==> config.mk <==
export PLATFORM = sky130hd
export DESIGN_NAME = cu_sequencer_flat
export DESIGN_NICKNAME = d
export VERILOG_FILES = /design/src/rtl/cu_pkg.sv /design/src/rtl/cu_sequencer_if.sv /design/src/rtl/cu_watchdog.sv /design/src/rtl/cu_sequencer.sv /design/src/flat_wrapper.sv
export SDC_FILE = /design/constraint.sdc
export NUM_CORES = 1
export LEC_CHECK = 0
export BUFFER_PORTS_ARGS = -buffer_cell sky130_fd_sc_hd__buf_4
export CORE_MARGIN = 2
export CORE_UTILIZATION = 40
export CTS_CLUSTER_SIZE = 30
export DETAILED_ROUTE_END_ITERATION = 10
export HOLD_SLACK_MARGIN = 0.1
export PLACE_DENSITY = 0.68
export SYNTH_ARGS = -nofsm -noshare
export SYNTH_HDL_FRONTEND = slang
export SYNTH_SLANG_ARGS = --single-unit
export TNS_END_PERCENT = 10
==> constraint.sdc <==
create_clock -name clk -period 6.5 [get_ports clk]
set_clock_uncertainty 0.1 [all_clocks]
set_input_delay 0.65 -clock clk [delete_from_list [all_inputs] [get_ports clk]]
set_output_delay 0.65 -clock clk [all_outputs]
set_load 0.02 [all_outputs]
==> src/rtl/cu_pkg.sv <==
// Shared definitions for the control-unit sequencer.
//   - 3-bit state encodings (IDLE..FAULT), visible on the sequencer state port
//   - status-flag bit positions inside the NFLAGS-wide flag register
package cu_pkg;

    typedef logic [2:0] cu_state_t;

    localparam cu_state_t IDLE   = 3'd0;
    localparam cu_state_t FETCH  = 3'd1;
    localparam cu_state_t DECODE = 3'd2;
    localparam cu_state_t EXEC   = 3'd3;
    localparam cu_state_t MEM    = 3'd4;
    localparam cu_state_t WB     = 3'd5;
    localparam cu_state_t HALT   = 3'd6;
    localparam cu_state_t FAULT  = 3'd7;

    localparam int FLAG_C = 0;
    localparam int FLAG_Z = 1;
    localparam int FLAG_N = 2;
    localparam int FLAG_V = 3;

endpackage

==> src/rtl/cu_sequencer_if.sv <==
// Handshake bundle between the sequencer and the fetch, decode, execute and
// bus-interface units.
//   master : sequencer side; drives chip-selects, fetch_address and ir_q
//   slave  : unit side; drives the ready strobes and the decoded fields
interface cu_sequencer_if #(
    parameter int ADDR_W = 16,
    parameter int IR_W   = 32,
    parameter int NFLAGS = 4
);
    logic              cs_fcu;
    logic [ADDR_W-1:0] fetch_address;
    logic              ready_fcu;
    logic [IR_W-1:0]   ir;
    logic [IR_W-1:0]   ir_q;

    logic              cs_dec;
    logic              ready_dec;
    logic              dec_mem;
    logic              dec_branch;
    logic [NFLAGS-1:0] dec_cond;
    logic              dec_setf;
    logic              dec_halt;
    logic [ADDR_W-1:0] dec_target;

    logic              cs_eu;
    logic              ready_eu;
    logic [NFLAGS-1:0] eu_flags;

    logic              cs_biu;
    logic              ready_bus;

    modport master (
        output cs_fcu, fetch_address, ir_q, cs_dec, cs_eu, cs_biu,
        input  ready_fcu, ir, ready_dec, dec_mem, dec_branch, dec_cond,
               dec_setf, dec_halt, dec_target, ready_eu, eu_flags, ready_bus
    );

    modport slave (
        input  cs_fcu, fetch_address, ir_q, cs_dec, cs_eu, cs_biu,
        output ready_fcu, ir, ready_dec, dec_mem, dec_branch, dec_cond,
               dec_setf, dec_halt, dec_target, ready_eu, eu_flags, ready_bus
    );
endinterface

==> src/rtl/cu_watchdog.sv <==
// Per-phase watchdog for the sequencer.
//   clk, rst : clock and asynchronous active-high reset
//   clear    : restart the count (asserted on every state change)
//   enable   : a phase is waiting on its ready this cycle
//   expire   : this is the TIMEOUT-th waiting cycle and ready is still low
// TIMEOUT = 0 disables the trap entirely.
module cu_watchdog #(
    parameter int TIMEOUT = 64
) (
    input  logic clk,
    input  logic rst,
    input  logic clear,
    input  logic enable,
    output logic expire
);
    localparam int CW = (TIMEOUT > 1) ? $clog2(TIMEOUT) : 1;
    // The count runs 0..TIMEOUT-1 inside a state, so the last waiting cycle
    // is the one where the count already sits at TIMEOUT-1.
    localparam logic [CW-1:0] LAST = (TIMEOUT > 0) ? CW'(TIMEOUT - 1) : '0;

    logic [CW-1:0] cnt;

    always_ff @(posedge clk or posedge rst) begin
        if (rst) begin
            cnt <= '0;
        end else if (clear) begin
            cnt <= '0;
        end else if (enable && (cnt != LAST)) begin
            cnt <= cnt + CW'(1);
        end
    end

    assign expire = (TIMEOUT != 0) && enable && (cnt == LAST);

endmodule

==> src/rtl/cu_sequencer.sv <==
// Instruction sequencer: FETCH/DECODE/EXEC/MEM/WB state machine driving the
// unit chip-selects, with program counter, status flags, branch resolution,
// retired-instruction counter and a per-phase watchdog.
//   clk, reset : clock and asynchronous active-high reset
//   start      : leave IDLE or HALT and fetch at the current pc
//   units      : handshake bundle to the fetch/decode/execute/bus units
//   flags, pc  : status-flag register and program counter
//   state      : encoded state (see cu_pkg)
//   halted     : sitting in HALT
//   fault      : watchdog trap, held until reset
//   retired    : retired-instruction count (wraps)
//
// state  | meaning
// IDLE   | after reset, waiting for start
// FETCH  | cs_fcu high, waiting ready_fcu
// DECODE | cs_dec high, waiting ready_dec
// EXEC   | cs_eu high, waiting ready_eu
// MEM    | cs_biu high, waiting ready_bus
// WB     | one cycle: resolve branch, update pc, count retire
// HALT   | halt decoded; start re-fetches at the same pc
// FAULT  | a unit hung past TIMEOUT; only reset leaves
module cu_sequencer
    import cu_pkg::*;
#(
    parameter int ADDR_W  = 16,
    parameter int IR_W    = 32,
    parameter int NFLAGS  = 4,
    parameter int TIMEOUT = 64,
    parameter int CNT_W   = 16
) (
    input  logic              clk,
    input  logic              reset,
    input  logic              start,
    cu_sequencer_if.master    units,
    output logic [NFLAGS-1:0] flags,
    output logic [ADDR_W-1:0] pc,
    output logic [2:0]        state,
    output logic              halted,
    output logic              fault,
    output logic [CNT_W-1:0]  retired
);
    cu_state_t state_q, state_nxt;

    logic cs_fcu_q, cs_dec_q, cs_eu_q, cs_biu_q;
    logic cs_fcu_d, cs_dec_d, cs_eu_d, cs_biu_d;

    logic [ADDR_W-1:0] pc_q;
    logic [NFLAGS-1:0] flags_q;
    logic [IR_W-1:0]   ir_q_r;
    logic [CNT_W-1:0]  retired_q;

    logic              d_mem, d_branch, d_setf;
    logic [NFLAGS-1:0] d_cond;
    logic [ADDR_W-1:0] d_target;

    logic phase_ready, phase_wait, wd_expire, taken;

    always_comb begin
        phase_ready = 1'b0;
        case (state_q)
            FETCH:   phase_ready = units.ready_fcu;
            DECODE:  phase_ready = units.ready_dec;
            EXEC:    phase_ready = units.ready_eu;
            MEM:     phase_ready = units.ready_bus;
            default: phase_ready = 1'b0;
        endcase
    end

    assign phase_wait = (state_q == FETCH || state_q == DECODE ||
                         state_q == EXEC  || state_q == MEM) && !phase_ready;

    cu_watchdog #(.TIMEOUT(TIMEOUT)) u_watchdog (
        .clk    (clk),
        .rst    (reset),
        .clear  (state_nxt != state_q),
        .enable (phase_wait),
        .expire (wd_expire)
    );

    // Flags have already been written by this instruction's EXEC phase.
    assign taken = d_branch && ((d_cond == '0) || ((flags_q & d_cond) != '0));

    // State register; the chip-selects are registered alongside it so they
    // track the state exactly and fall with reset asynchronously.
    always_ff @(posedge clk or posedge reset) begin
        if (reset) begin
            state_q  <= IDLE;
            cs_fcu_q <= 1'b0;
            cs_dec_q <= 1'b0;
            cs_eu_q  <= 1'b0;
            cs_biu_q <= 1'b0;
        end else begin
            state_q  <= state_nxt;
            cs_fcu_q <= cs_fcu_d;
            cs_dec_q <= cs_dec_d;
            cs_eu_q  <= cs_eu_d;
            cs_biu_q <= cs_biu_d;
        end
    end

    // Next state. A ready in the expiring cycle completes the phase.
    always_comb begin
        state_nxt = state_q;
        case (state_q)
            IDLE:   if (start) state_nxt = FETCH;
            FETCH: begin
                if (units.ready_fcu)   state_nxt = DECODE;
                else if (wd_expire)    state_nxt = FAULT;
            end
            DECODE: begin
                if (units.ready_dec)   state_nxt = units.dec_halt ? HALT : EXEC;
                else if (wd_expire)    state_nxt = FAULT;
            end
            EXEC: begin
                if (units.ready_eu)    state_nxt = d_mem ? MEM : WB;
                else if (wd_expire)    state_nxt = FAULT;
            end
            MEM: begin
                if (units.ready_bus)   state_nxt = WB;
                else if (wd_expire)    state_nxt = FAULT;
            end
            WB:     state_nxt = FETCH;
            HALT:   if (start) state_nxt = FETCH;
            FAULT:  state_nxt = FAULT;
            default: state_nxt = FAULT;
        endcase
    end

    // Output decode from the upcoming state; one-hot by construction.
    always_comb begin
        cs_fcu_d = 1'b0;
        cs_dec_d = 1'b0;
        cs_eu_d  = 1'b0;
        cs_biu_d = 1'b0;
        case (state_nxt)
            FETCH:   cs_fcu_d = 1'b1;
            DECODE:  cs_dec_d = 1'b1;
            EXEC:    cs_eu_d  = 1'b1;
            MEM:     cs_biu_d = 1'b1;
            default: ;
        endcase
    end

    always_ff @(posedge clk or posedge reset) begin
        if (reset) begin
            pc_q      <= '0;
            flags_q   <= '0;
            ir_q_r    <= '0;
            retired_q <= '0;
            d_mem     <= 1'b0;
            d_branch  <= 1'b0;
            d_setf    <= 1'b0;
            d_cond    <= '0;
            d_target  <= '0;
        end else begin
            case (state_q)
                FETCH: if (units.ready_fcu) ir_q_r <= units.ir;
                DECODE: if (units.ready_dec) begin
                    d_mem    <= units.dec_mem;
                    d_branch <= units.dec_branch;
                    d_setf   <= units.dec_setf;
                    d_cond   <= units.dec_cond;
                    d_target <= units.dec_target;
                end
                EXEC: if (units.ready_eu && d_setf) flags_q <= units.eu_flags;
                WB: begin
                    pc_q      <= taken ? d_target : pc_q + ADDR_W'(1);
                    retired_q <= retired_q + CNT_W'(1);
                end
                default: ;
            endcase
        end
    end

    assign units.cs_fcu        = cs_fcu_q;
    assign units.cs_dec        = cs_dec_q;
    assign units.cs_eu         = cs_eu_q;
    assign units.cs_biu        = cs_biu_q;
    assign units.fetch_address = pc_q;
    assign units.ir_q          = ir_q_r;

    assign flags   = flags_q;
    assign pc      = pc_q;
    assign state   = state_q;
    assign halted  = (state_q == HALT);
    assign fault   = (state_q == FAULT);
    assign retired = retired_q;

endmodule

==> src/flat_wrapper.sv <==
// flat-port wrapper written by rule: the top's interface ports become plain ports
module cu_sequencer_flat import cu_pkg::*;
#(
    parameter int ADDR_W  = 16,
    parameter int IR_W    = 32,
    parameter int NFLAGS  = 4,
    parameter int TIMEOUT = 64,
    parameter int CNT_W   = 16
)
  (clk, reset, start, flags, pc, state, halted, fault, retired, units_cs_fcu, units_fetch_address, units_ir_q, units_cs_dec, units_cs_eu, units_cs_biu, units_ready_fcu, units_ir, units_ready_dec, units_dec_mem, units_dec_branch, units_dec_cond, units_dec_setf, units_dec_halt, units_dec_target, units_ready_eu, units_eu_flags, units_ready_bus);
  cu_sequencer_if #(.ADDR_W(ADDR_W), .IR_W(IR_W), .NFLAGS(NFLAGS)) units_i ();
  input  logic clk;
  input  logic reset;
  input  logic start;
  output logic [NFLAGS-1:0] flags;
  output logic [ADDR_W-1:0] pc;
  output logic [2:0] state;
  output logic halted;
  output logic fault;
  output logic [CNT_W-1:0] retired;
  output wire logic [$bits(units_i.cs_fcu)-1:0] units_cs_fcu;
  output wire logic [$bits(units_i.fetch_address)-1:0] units_fetch_address;
  output wire logic [$bits(units_i.ir_q)-1:0] units_ir_q;
  output wire logic [$bits(units_i.cs_dec)-1:0] units_cs_dec;
  output wire logic [$bits(units_i.cs_eu)-1:0] units_cs_eu;
  output wire logic [$bits(units_i.cs_biu)-1:0] units_cs_biu;
  input wire logic [$bits(units_i.ready_fcu)-1:0] units_ready_fcu;
  input wire logic [$bits(units_i.ir)-1:0] units_ir;
  input wire logic [$bits(units_i.ready_dec)-1:0] units_ready_dec;
  input wire logic [$bits(units_i.dec_mem)-1:0] units_dec_mem;
  input wire logic [$bits(units_i.dec_branch)-1:0] units_dec_branch;
  input wire logic [$bits(units_i.dec_cond)-1:0] units_dec_cond;
  input wire logic [$bits(units_i.dec_setf)-1:0] units_dec_setf;
  input wire logic [$bits(units_i.dec_halt)-1:0] units_dec_halt;
  input wire logic [$bits(units_i.dec_target)-1:0] units_dec_target;
  input wire logic [$bits(units_i.ready_eu)-1:0] units_ready_eu;
  input wire logic [$bits(units_i.eu_flags)-1:0] units_eu_flags;
  input wire logic [$bits(units_i.ready_bus)-1:0] units_ready_bus;
  assign units_cs_fcu = units_i.cs_fcu;
  assign units_fetch_address = units_i.fetch_address;
  assign units_ir_q = units_i.ir_q;
  assign units_cs_dec = units_i.cs_dec;
  assign units_cs_eu = units_i.cs_eu;
  assign units_cs_biu = units_i.cs_biu;
  assign units_i.ready_fcu = units_ready_fcu;
  assign units_i.ir = units_ir;
  assign units_i.ready_dec = units_ready_dec;
  assign units_i.dec_mem = units_dec_mem;
  assign units_i.dec_branch = units_dec_branch;
  assign units_i.dec_cond = units_dec_cond;
  assign units_i.dec_setf = units_dec_setf;
  assign units_i.dec_halt = units_dec_halt;
  assign units_i.dec_target = units_dec_target;
  assign units_i.ready_eu = units_ready_eu;
  assign units_i.eu_flags = units_eu_flags;
  assign units_i.ready_bus = units_ready_bus;
  cu_sequencer #(.ADDR_W(ADDR_W), .IR_W(IR_W), .NFLAGS(NFLAGS), .TIMEOUT(TIMEOUT), .CNT_W(CNT_W)) u_core (.clk(clk), .reset(reset), .start(start), .units(units_i), .flags(flags), .pc(pc), .state(state), .halted(halted), .fault(fault), .retired(retired));
endmodule
==> flow_metrics.tcl, run 1 <==
set metrics [dict create \
    status "completed" \
    grt_pass1_vias 3953 \
    post-route-period-util 0.547 \
    ys_seq_elements 104 \
    start_util 0.409 \
    switching_share 0.401 \
    drive_above_1_share 0.435 \
    period_needed_ps 3550 \
    rsz0062_at_grt "no" \
    fin_nets 637 \
    path_clk_slew_ps 70 \
    grt-ovfl-total 0 \
    clock_tree.root_cell "clkbuf_16" \
    gr-usage-met2 0.310 \
    finalSetupViolCount 0 \
    stdcell_area_mm2 0.00637 \
    synth-main-ff-cell "dfrtp_1" \
    crit_fanout 25 \
    crit_type "reg -> reg" \
    maxCapViolations 0 \
    placed_cell_area_mm2 0.00607 \
    tightest_slew_ps 1220 \
    final_hold_viol_count 0 \
    cts_tree "yes" \
    use_met1 0.217 \
    synth_nets 501 \
    io_pins 160 \
    cts_max_level 3 \
    start_kind "flop" \
    rrSetupSlack_ps 2950 \
    hpwl_um 8360 \
    syn_area_per_cell_um2 11.4 \
    routedWlPerCell_um 16.0 \
    die_h_um 115 \
    cts_num_sinks 104 \
    cts_buffer_depth 2 \
    wirelength_um 11500 \
    ir_drop_mv 0.252 \
    track_usage 0.183 \
    via_per_inst 5.29 \
    met3_usage 0.0635 \
    grt_first_pass_wirelength_um 19000 \
    power_frac_seq 0.369 \
    hold_slack_ps 268 \
    grt_busiest_layer "met2" \
    path_cells "nor3b_2 -> and2_1 -> a22o_2 -> mux2_4 -> a211oi_2 -> nor3_1" \
    required_ps 6610 \
    critical_path.top_delay_family "simple AND/OR/NAND/NOR gates" \
    synthArstFlopShare 1.00 \
    post_cts_buffers 0 \
    power_switching_mw 1.29 \
    antenna_found_initial 0 \
    critPathCaptureType "flop" \
    cpPeakStageDelay_ps 980 \
    row_count 40 \
    max_clock_freq_mhz 281 \
    cp_slowest_cell "and2_1" \
    synthesis.instances 431 \
    pwr-share-comb 0.464 \
    p_leak_nw 2.97 \
    synth_cell_types 54 \
    synth_edf_count 0 \
    cts_made_buffers 9 \
    drc 0 \
    portBuffers 159 \
    netlist_area_mm2 0.00490 \
    drt_first_pass_iters 5 \
    gp_congestion 0.862 \
    final_antenna_net_count 0 \
    max-slew-margin-rel 0.186 \
    arrival_ps 3660 \
    yosys_warnings 0 \
    drt_iter0_drc 176 \
    cts_hold_buf 0 \
    die_area_mm2 0.0131 \
    yosys-top-cells-area "dfrtp_1, mux2_2, a21oi_1" \
    die_w_um 115 \
    vias 3803 \
    cts_resized 0 \
    synth_top_area_cell "dfrtp_1" \
    ys_seq_area_frac 0.532 \
    clkLatencyLatePin_ps 340 \
    diodes 0 \
    tns_ps 0 \
    core-area_mm2 0.0120 \
    drv_slew 0 \
    grt_max_degree 58 \
    synth_top_area_share 0.532 \
    cp.buffers_inverters 0 \
    p_per_area_mw_per_mm2 506 \
    syn_to_final_growth_pct 30.1 \
    min_path_type "in -> async" \
    p_clk_frac 0.167 \
    p_int_mw 1.93 \
]
-- power by group through the flow --
stage / registers (mW) / logic (mW) / clock network (mW)
2_1_floorplan: 1.34 / 0.835 / 0
3_5_place_dp: 1.20 / 1.50 / 0
4_1_cts: 1.19 / 1.50 / 0.553
3_3_place_gp: 1.18 / 1.47 / 0
5_1_grt: 1.23 / 1.63 / 0.579
6_report: 1.19 / 1.49 / 0.537
-- area by class of cell --
cell class / count / area, µm²
fillers: 1057 / 5590
repair buffers: 161 / 1210
well taps: 147 / 184
multi-input cells: 284 / 2050
flip-flops and latches: 104 / 2600
clock inverters: 5 / 56.3
clock buffers: 11 / 243
inverters: 7 / 28.8
-- per-stage QoR --
step,utilization,setup WS (ps),std cells,total power [mW]
after detailed placement,0.508,2950,703,2.70
after global routing,0.533,2640,719,3.44
final,0.533,2950,719,3.22
after floorplan,-,3020,431,2.17
after CTS,0.533,2940,719,3.25
after global placement,0.508,3140,703,2.65
-- per-layer routing --
layer,vias up,wire length (µm)
met4,0,150
met2,170,5640
li1,1793,-
met1,1828,4620
met3,12,1100
met5,-,0
-- worst paths after layout --
check	from	end	cells after the start
min in group clk	u_core.retired[15]$_DFFE_PP0P_	u_core.retired[15]$_DFFE_PP0P_	1
worst min register to register	u_core.retired[15]$_DFFE_PP0P_	u_core.retired[15]$_DFFE_PP0P_	1
worst max-delay path	u_core.state[1]$_DFF_PP0_	u_core.u_watchdog.cnt[3]$_DFFE_PP0P_	6
max in group asynchronous	reset	u_core.retired[15]$_DFFE_PP0P_	3
worst max register to register	u_core.state[1]$_DFF_PP0_	u_core.u_watchdog.cnt[3]$_DFFE_PP0P_	6
worst min-delay path	reset	u_core.units.ir_q[28]$_DFFE_PP0P_	2
-- kinds of logic after synthesis --
group                    synth area share
flip-flops                          0.532
buffers and inverters              0.0511
AND/OR/NAND/NOR                     0.133
adder cells (fa/ha/maj)           0.00767
AO/OA/AOI/OAI                      0.0900
XOR/XNOR                           0.0358
multiplexers                        0.151
-- synth_stat cells, types with 2 or more instances --
master / number
nand3_1: 18
a22oi_1: 3
nor3_1: 14
buf_2: 5
clkbuf_1: 11
o22ai_1: 7
a21oi_1: 28
a21o_1: 2
mux2_2: 60
and3_1: 6
buf_6: 2
buf_4: 18
o21ai_0: 12
xnor2_1: 13
ha_1: 3
inv_1: 6
xor2_1: 7
and2_1: 4
nand4_1: 11
nor2b_1: 4
nand2b_1: 2
nor3b_1: 2
o31ai_1: 2
a2bb2oi_1: 3
dfrtp_1: 104
nand2_1: 33
nor2_1: 20
mux2i_1: 5
-- registers in the layout (all words and copies together) (netlist names) --
name and count:
u_core.units.ir_q 32, u_core.d_target 16, u_core.pc 16, u_core.retired 16, u_core.u_watchdog.cnt 6, u_core.d_cond 4, u_core.flags 4, u_core.state 3
u_core.d_branch 1, u_core.d_mem 1, u_core.d_setf 1, u_core.units.cs_biu 1, u_core.units.cs_dec 1, u_core.units.cs_eu 1, u_core.units.cs_fcu 1
-- cell usage in the layout (no fill, tap or decap), types with 3 or more instances in the layout --
cell and instances:
nand2_1 33, xor2_1 7, nand3_1 18, and3_1 6, o22ai_1 7, inv_1 5
clkbuf_16 9, mux2i_1 5, a22oi_1 3, o21ai_0 12, a2bb2oi_1 3, dfrtp_1 104
buf_4 161, nor3_1 14, a21oi_1 28, mux2_2 60, nor2_1 20, ha_1 3
nor2b_1 4, and2_1 4, nand4_1 11, xnor2_1 13
(Power assumes the default switching activity.)
==> run 2: changes to the inputs <==
--- a/config.mk
+++ b/config.mk
@@ -11,7 +11,7 @@
 export CTS_CLUSTER_SIZE = 30
 export DETAILED_ROUTE_END_ITERATION = 10
 export HOLD_SLACK_MARGIN = 0.1
-export PLACE_DENSITY = 0.68
+export PLACE_DENSITY = 0.71
 export SYNTH_ARGS = -nofsm -noshare
 export SYNTH_HDL_FRONTEND = slang
 export SYNTH_SLANG_ARGS = --single-unit
==> constraint.sdc (replaced) <==
create_clock -name clk -period 3 [get_ports clk]
set_clock_uncertainty 0.1 [all_clocks]
set_input_delay 0.3 -clock clk [delete_from_list [all_inputs] [get_ports clk]]
set_output_delay 0.3 -clock clk [all_outputs]
set_load 0.02 [all_outputs]
==> run 2 against run 1 <==
  * Sequential power is 110% higher
  * Total power is 120% higher
  * Count of clock-buffer cells in the layout is 1 higher
  * Sequential cell count stayed put
  * Via count is 8.0% higher
  * Combinational power is 130% higher
  * Cell count is 8.9% higher
  * First-iteration DRC count is 37% higher
  * Core utilization is 5.3 points higher
  * Setup slack worse by 2400 ps
  * Critical path type unchanged
==> flow_metrics.tcl, run 2 (synthesized netlist as in run 1, its figures left out) <==
set metrics [dict create \
    maxCapViolations 0 \
    wl_met2_um 6410 \
    cts_buffer_depth 2 \
    crit_type "reg -> reg" \
    max_clock_freq_mhz 403 \
    track_usage 0.193 \
    drv_slew 0 \
    routedWlPerCell_um 16.1 \
    syn_to_final_growth_pct 43.1 \
    start_util 0.409 \
    regToRegStartpoint "u_core.state[1]$_DFF_PP0_" \
    max-slew-margin-rel 0.421 \
    die_h_um 115 \
    status "completed" \
    row_count 40 \
    period_needed_ps 2480 \
    grt_first_pass_wirelength_um 20300 \
    wl_met3_um 774 \
    io_pins 160 \
    start_kind "flop" \
    cts_tree "yes" \
    nFillCells 996 \
    p_per_area_mw_per_mm2 1020 \
    largest_reg_flops 32 \
    hp-start "units_dec_target[4]" \
    drt_first_pass_iters 5 \
    arrival_ps 2580 \
    drive_above_1_share 0.401 \
    clkLatencyLatePin_ps 330 \
    hpwl_um 8370 \
    antenna_found_initial 0 \
    die_area_mm2 0.0131 \
    cts_made_buffers 9 \
    drt-met1-wl_um 5210 \
    vias 4107 \
    min_path_type "in -> reg" \
    final_cell_mix "buf_4, dfrtp_1, mux2_2" \
    grt-ovfl-total 0 \
    cts_max_level 3 \
    critPathCaptureType "flop" \
    grt_pass1_vias 4237 \
    highest_layer "met4" \
    final_hold_viol_count 0 \
    cts_num_sinks 104 \
    tightest_slew_ps 868 \
    finalSetupViolCount 0 \
    required_ps 3100 \
    rsz0062_at_grt "no" \
    clock_tree.root_cell "clkbuf_16" \
    p_leak_nw 3.24 \
    grt_max_degree 67 \
    drt_iter0_drc 241 \
    die_w_um 115 \
    final_antenna_net_count 0 \
    drc 0 \
    portBuffers 159 \
    crit_start "u_core.state[1]$_DFF_PP0_" \
    via_per_inst 5.25 \
    gp_congestion 0.900 \
    fin_nets 701 \
    crit_fanout 35 \
    diodes 0 \
    total_power_mw 7.16 \
    wirelength_um 12600 \
    core-area_mm2 0.0120 \
    ir_drop_mv 0.588 \
    tns_ps 0 \
    final_util 0.586 \
    path_clk_slew_ps 70 \
    final_common_cell "buf_4" \
    post-route-period-util 0.827 \
]
run 2: changes by cell type in the layout (fill, tap and decap cells not counted):
cell / change
clkinv_4: +1
buf_4: +6
dlygate4sd3_1: +58
clkinv_2: -1
inv_4: -1
clkbuf_8: +1
run 2: power by group:
| group | leakage (nW) | internal (mW) | switching (mW) |
|---|---|---|---|
| logic | 1.80 | 1.60 | 1.85 |
| clock network | 0.153 | 0.695 | 0.502 |
| registers | 1.29 | 1.99 | 0.525 |
| total | 3.24 | 4.29 | 2.88 |
run 2: worst paths after layout:
check                                                       end  slack [ps]  cells after the start
max reg2reg                u_core.u_watchdog.cnt[5]$_DFFE_PP0P_         520                      7
max in group asynchronous  u_core.u_watchdog.cnt[2]$_DFFE_PP0P_        1500                      4
min                              u_core.d_target[4]$_DFFE_PP0P_         120                      2
min in group asynchronous         u_core.units.cs_biu$_DFF_PP0_         580                      4
max                        u_core.u_watchdog.cnt[5]$_DFFE_PP0P_         520                      7
min reg2reg                      u_core.retired[15]$_DFFE_PP0P_         370                      1
run 2: stage by stage:
stage / instance area, µm² / instances / setup slack (ps) / hold slack (ps)
floorplan: 4900 / 431 / 748 / 351
global placement: 6120 / 709 / 636 / 363
detailed placement: 6120 / 709 / 526 / 369
CTS: 7010 / 783 / 506 / 102
global route: 7010 / 783 / 371 / 104
finish: 7010 / 783 / 518 / 115
run 2: layout make-up:
type	instances	area, µm²	area share
Multi-Input combinational cell	284	2050	0.292
Timing Repair Buffer	225	1830	0.262
Tap cell	147	184	0.0262
Clock buffer	12	256	0.0366
Inverter	7	30.0	0.00429
Clock inverter	4	52.6	0.00750
Sequential cell	104	2600	0.371
run 2: critical path: stages (launching register included):
cell and delay [ps]:
dfrtp_1 460, buf_4 250, inv_2 90, and3_4 290
a311o_1 390, o41a_1 390, o22ai_2 270, nor3_1 100
run 2: repair_timing:
| action | CTS | global route |
|---|---|---|
| endpoints found under the hold margin | 95 | 0 |
| buffers inserted | 0 | 0 |
| hold buffers | 58 | 0 |
| gates resized for setup | 0 | 0 |
run 2: layer usage:
metal,global-route usage,vias to the layer above
met3,0.0551,12
li1,-,1924
met1,0.240,2021
met2,0.328,150
met5,0,-
met4,0.0520,0
